--- config.mk ---
export PLATFORM = sky130hd
export DESIGN_NAME = fifo_ctrl
export DESIGN_NICKNAME = d
export VERILOG_FILES = /design/src/rtl/fifo_ctrl.sv
export SDC_FILE = /design/constraint.sdc
export NUM_CORES = 1
export LEC_CHECK = 0
export ABC_AREA = 1
export BUFFER_PORTS_ARGS = -buffer_cell sky130_fd_sc_hd__buf_2
export CAP_MARGIN = 10
export CORE_MARGIN = 3
export CORE_UTILIZATION = 44
export CTS_CLUSTER_DIAMETER = 100
export DETAILED_ROUTE_END_ITERATION = 10
export PLACE_DENSITY = 0.75
export SLEW_MARGIN = 20
export SYNTH_ARGS = -nofsm -noshare
export SYNTH_HDL_FRONTEND = slang
export SYNTH_SLANG_ARGS = --single-unit
--- constraint.sdc ---
create_clock -name clk -period 4.1 [get_ports clk]
set_clock_uncertainty 0.15 [all_clocks]
set_input_delay 0.615 -clock clk [delete_from_list [all_inputs] [get_ports clk]]
set_output_delay 0.615 -clock clk [all_outputs]
set_load 0.05 [all_outputs]
--- src/rtl/fifo_ctrl.sv ---
// FIFO controller driving an external RAM with a registered (1-cycle) read port.
// Tracks occupancy, issues RAM read/write strobes and raises sticky error flags.
//
// Ports:
//   clk           : single clock, all state changes on its rising edge
//   resetn        : synchronous active-low reset
//   push          : write request, push_data is the word to store
//   pop           : read request
//   pop_data      : read word, valid while pop_valid is high
//   pop_valid     : asserted exactly one cycle after an accepted pop
//   full / empty  : occupancy flags derived from the registered count
//   count         : number of stored words (0 .. SIZE)
//   overflow      : sticky, set by a push while full
//   underflow     : sticky, set by a pop while empty
//   ram_w_*       : RAM write port (enable, address, data)
//   ram_r_*       : RAM read port (enable, address); ram_r_data returns a cycle later

module fifo_ctrl #(
    parameter  int DATA_WIDTH    = 8,
    parameter  int SIZE          = 1024,
    localparam int ADDRESS_WIDTH = $clog2(SIZE),
    localparam int CW            = ADDRESS_WIDTH + 1
) (
    input  logic                     clk,
    input  logic                     resetn,
    input  logic                     push,
    input  logic [DATA_WIDTH-1:0]    push_data,
    input  logic                     pop,
    output logic [DATA_WIDTH-1:0]    pop_data,
    output logic                     pop_valid,
    output logic                     full,
    output logic                     empty,
    output logic [CW-1:0]            count,
    output logic                     overflow,
    output logic                     underflow,
    output logic                     ram_w_enable,
    output logic [ADDRESS_WIDTH-1:0] ram_w_address,
    output logic [DATA_WIDTH-1:0]    ram_w_data,
    output logic                     ram_r_enable,
    output logic [ADDRESS_WIDTH-1:0] ram_r_address,
    input  logic [DATA_WIDTH-1:0]    ram_r_data
);

    logic [ADDRESS_WIDTH-1:0] r_wr_ptr;
    logic [ADDRESS_WIDTH-1:0] r_rd_ptr;
    logic [CW-1:0]            r_count;
    logic                     r_pop_valid;
    logic                     r_overflow;
    logic                     r_underflow;

    logic                     w_full;
    logic                     w_empty;
    logic                     w_push_ok;
    logic                     w_pop_ok;
    logic [CW-1:0]            w_count_nxt;

    // Flags come straight from the registered count, so the accept
    // decisions never depend on same-cycle request inputs.
    assign w_full    = (r_count == CW'(SIZE));
    assign w_empty   = (r_count == '0);
    assign w_push_ok = push & ~w_full;
    assign w_pop_ok  = pop & ~w_empty;

    // Strobes are gated by resetn so a reset cycle never touches the RAM.
    assign ram_w_enable  = w_push_ok & resetn;
    assign ram_w_address = r_wr_ptr;
    assign ram_w_data    = push_data;
    assign ram_r_enable  = w_pop_ok & resetn;
    assign ram_r_address = r_rd_ptr;

    assign pop_data  = ram_r_data;
    assign pop_valid = r_pop_valid;
    assign full      = w_full;
    assign empty     = w_empty;
    assign count     = r_count;
    assign overflow  = r_overflow;
    assign underflow = r_underflow;

    always_comb begin
        w_count_nxt = r_count;
        case ({w_push_ok, w_pop_ok})
            2'b10:   w_count_nxt = r_count + CW'(1);
            2'b01:   w_count_nxt = r_count - CW'(1);
            default: w_count_nxt = r_count;
        endcase
    end

    // SIZE is a power of two, so the natural ADDRESS_WIDTH overflow
    // is the SIZE-1 -> 0 wrap.
    always_ff @(posedge clk) begin
        if (!resetn) begin
            r_wr_ptr <= '0;
            r_rd_ptr <= '0;
        end else begin
            if (w_push_ok) begin
                r_wr_ptr <= r_wr_ptr + ADDRESS_WIDTH'(1);
            end
            if (w_pop_ok) begin
                r_rd_ptr <= r_rd_ptr + ADDRESS_WIDTH'(1);
            end
        end
    end

    always_ff @(posedge clk) begin
        if (!resetn) begin
            r_count <= '0;
        end else begin
            r_count <= w_count_nxt;
        end
    end

    // Tracks the RAM read latency; a reset drops any read in flight.
    always_ff @(posedge clk) begin
        if (!resetn) begin
            r_pop_valid <= 1'b0;
        end else begin
            r_pop_valid <= w_pop_ok;
        end
    end

    always_ff @(posedge clk) begin
        if (!resetn) begin
            r_overflow  <= 1'b0;
            r_underflow <= 1'b0;
        end else begin
            if (push & w_full) begin
                r_overflow <= 1'b1;
            end
            if (pop & w_empty) begin
                r_underflow <= 1'b1;
            end
        end
    end

endmodule

==> metrics <==
CP cell instances=clkinv_1, nand4_2, nor2_4, a21oi_2, ha_1, ha_1, a21oi_1, nor2_1, nor2_1, nand2_1, nand2_1, nand3_1, nand2_1, inv_1; port bufs=between 40 and 50; final setup vio count=0; total gr overflow=0; Clock Power Share=0.203; CTS Buf Count=5; Initial DRC Count=approximately 110; largest net degree at the start of global routing=29; CP startpoint kind=flip-flop; full die area=approximately 6400 µm²; # nets final=roughly 410; Reg power frac=0.318; Die Ht=80.26 µm; Hold Path Depth=1; fin crit share=0.7295; Critical Path Most Common Cell=nand2_1; hold crit path type=reg -> reg; M3 GR Usage=0.04036; power density cells=~500 nW/µm²; Synth Area per Inst=roughly 6.9 µm²; M1 GR Usage=0.2005; GP Congestion=0.8831; final hold violations=0; vias in the first global route=1,978; Buf/Inv on CP=2; r2r setup slk=1.11 ns; family with the most delay on the worst path=adder cells; Critical R2R Capture=count[8]; RR Startpoint=count[7]; library cells used by synthesis=30; fillcell total=approximately 530; Final Max Slew Viols=0; Routed WL=~5000 µm; DP HPWL=~3800 µm; most frequent cells in the layout=nand2_1, inv_1, buf_2, nor2_1, dfxtp_1; crit-path max cell delay=0.53 ns; initial antenna violation count=0; synthesized area=around 2400 µm²; Skew-Pair Late Insertion Delay=approximately 0.28 ns; CTS max path bufs=2; synthesized netlist cell count=350; Relative slew margins=0.5813; clock-pin slew on the worst setup and hold paths=0.08 ns; Min-Delay Endpoint=underflow; Max H-tree Level=2; Leak=1.330 nW; Comb power frac=0.479; FP Rows=26; Avg WL per Cell=about 11 µm; initial core utilization=0.4661; Max-cap violations=0; switching part of the total=0.4766; drt via density=4.866; CTS root buf=clkbuf_8; overall power=between 1 and 1.5 mW; hold_sp=underflow; switching pwr=~620 µW; commonest non-fill, non-tap cell in the layout=nand2_1; most used routing layer=met2; Synth Warn #=0; reg2reg path depth=14; CTS resizes=0; Setup CP Type=reg -> reg; Tmin final=2.991 ns; Top Ports=74; slowest CP cell=ha_1; Ant. Diodes=0; slew at the pin closest to its max-slew limit=around 0.63 ns; multi-input logic area=1393 µm²; Cell Int Power=a little under 700 µW; setup_tns=0 ns; first-pass GRT wire length=between 8000 and 9000 µm; Crit path arrival time=3.03 ns; core area=about 5200 µm²; CTS sink count=34; FF+latch area=just under 700 µm²; Yosys reg bits=34; vias post-DR=2,175; Chip Width=around 80 µm; Hold Buf Count CTS=0; met2 Track Usage GR=0.2806; Setup crit end kind=flip-flop; layout cells sized above 1=0.2122; CTS tree=done; DRC=0; status=finished clean; syn_nets=roughly 380; Antenna Nets Post-Route=0; # Post-CTS Setup Buffers=0; RSZ-0062 raised after global routing=no; peak supply drop=about 0.22 mV; Area Overhead vs Synth=8.870%; max frequency=between 300 and 400 MHz; worst-path fanout max=11; Total Routing Usage GR=0.1645; worst path required time=roughly 4.1 ns; register area share after synthesis=0.2806; DRT Pass-1 Iters=4
-- cell families (layout without fill, tap and decap cells) --
| family | Yosys count | count (layout) | synth area share |
|---|---|---|---|
| AND/OR/NAND/NOR | 171 | 171 | 0.3239 |
| buffers and inverters | 70 | 97 | 0.1454 |
| AO/OA/AOI/OAI | 44 | 44 | 0.1150 |
| flip-flops | 34 | 34 | 0.2806 |
| XOR/XNOR | 18 | 18 | 0.06499 |
| adder cells (fa/ha/maj) | 13 | 13 | 0.07014 |
-- metal layers --
layer | part of all wire | vias up
li1 | - | 1145
met4 | 0.013 | 0
met3 | 0.053 | 10
met2 | 0.46 | 43
met1 | 0.47 | 977
met5 | 0 | -
-- registers in the layout, summed over array words and instances (netlist names) --
name           flops
count             11
ram_r_address     10
ram_w_address     10
overflow           1
pop_valid          1
underflow          1
-- cell type report --
type / instances / area share
inverters: 48 / 0.06821
flip-flops and latches: 34 / 0.2577
repair buffers: 41 / 0.07769
multi-input cells: 246 / 0.5272
well taps: 70 / 0.03316
clock buffers: 6 / 0.03126
clock inverters: 2 / 0.004737
-- cell usage after synthesis --
library cell / count / share of area
a21o_1: 2 / 0.0062
a21oi_1: 20 / 0.041
a21oi_2: 13 / 0.047
buf_1: 1 / 0.0015
buf_12: 1 / 0.0083
buf_2: 2 / 0.0041
buf_4: 16 / 0.050
buf_8: 1 / 0.0062
clkbuf_1: 1 / 0.0015
clkinv_1: 2 / 0.0031
dfxtp_1: 34 / 0.28
fa_1: 1 / 0.0083
ha_1: 12 / 0.062
inv_1: 43 / 0.067
inv_2: 3 / 0.0046
nand2_1: 83 / 0.13
nand2_2: 7 / 0.018
nand2_4: 5 / 0.023
nand3_1: 30 / 0.062
nand3b_1: 2 / 0.0062
nand4_1: 2 / 0.0052
nand4_2: 1 / 0.0052
nand4_4: 1 / 0.0088
nor2_1: 35 / 0.054
nor2_4: 1 / 0.0046
nor3_1: 4 / 0.0083
o21a_1: 2 / 0.0062
o21ai_0: 7 / 0.014
xnor2_1: 3 / 0.011
xor2_1: 15 / 0.054
-- how the worst max path moves through the flow --
stage	from	endpoint	cells after the start
final	count[7]	count[8]	14
after global routing	count[6]	count[8]	14
after CTS	count[7]	count[6]	15
after detailed placement	pop	count[8]	14
after global placement	pop	count[8]	13
after floorplan	count[6]	count[8]	15
-- power groups by stage --
stage / registers (mW) / logic, mW / clock network, mW
floorplan: 0.560 / 0.413 / 0
global placement: 0.422 / 0.615 / 0
detailed placement: 0.422 / 0.621 / 0
CTS: 0.415 / 0.625 / 0.272
global route: 0.422 / 0.686 / 0.283
finish: 0.414 / 0.624 / 0.264
-- metrics by stage --
| stage | setup slack (ns) | cell area [µm²] | hold WS (ns) | utilization | instances |
|---|---|---|---|---|---|
| CTS | 1.120 | 2641 | 0.3278 | 0.5075 | 447 |
| detailed placement | 0.9918 | 2546 | 0.2993 | 0.4892 | 439 |
| global route | 0.8325 | 2641 | 0.3462 | 0.5075 | 447 |
| floorplan | 1.113 | 2426 | 0.5514 | - | 350 |
| finish | 1.109 | 2641 | 0.3239 | 0.5075 | 447 |
| global placement | 1.075 | 2546 | 0.2954 | 0.4892 | 439 |
-- worst reg2reg max path: stages (launching register included) --
cell and delay (ns):
dfxtp_1 0.36, clkinv_1 0.11, nand4_2 0.14, nor2_4 0.08, a21oi_2 0.32, ha_1 0.53, ha_1 0.37, a21oi_1 0.32
nor2_1 0.08, nor2_1 0.14, nand2_1 0.06, nand2_1 0.06, nand3_1 0.07, nand2_1 0.07, inv_1 0.03
No activity file was read; power rests on OpenSTA's default activity.
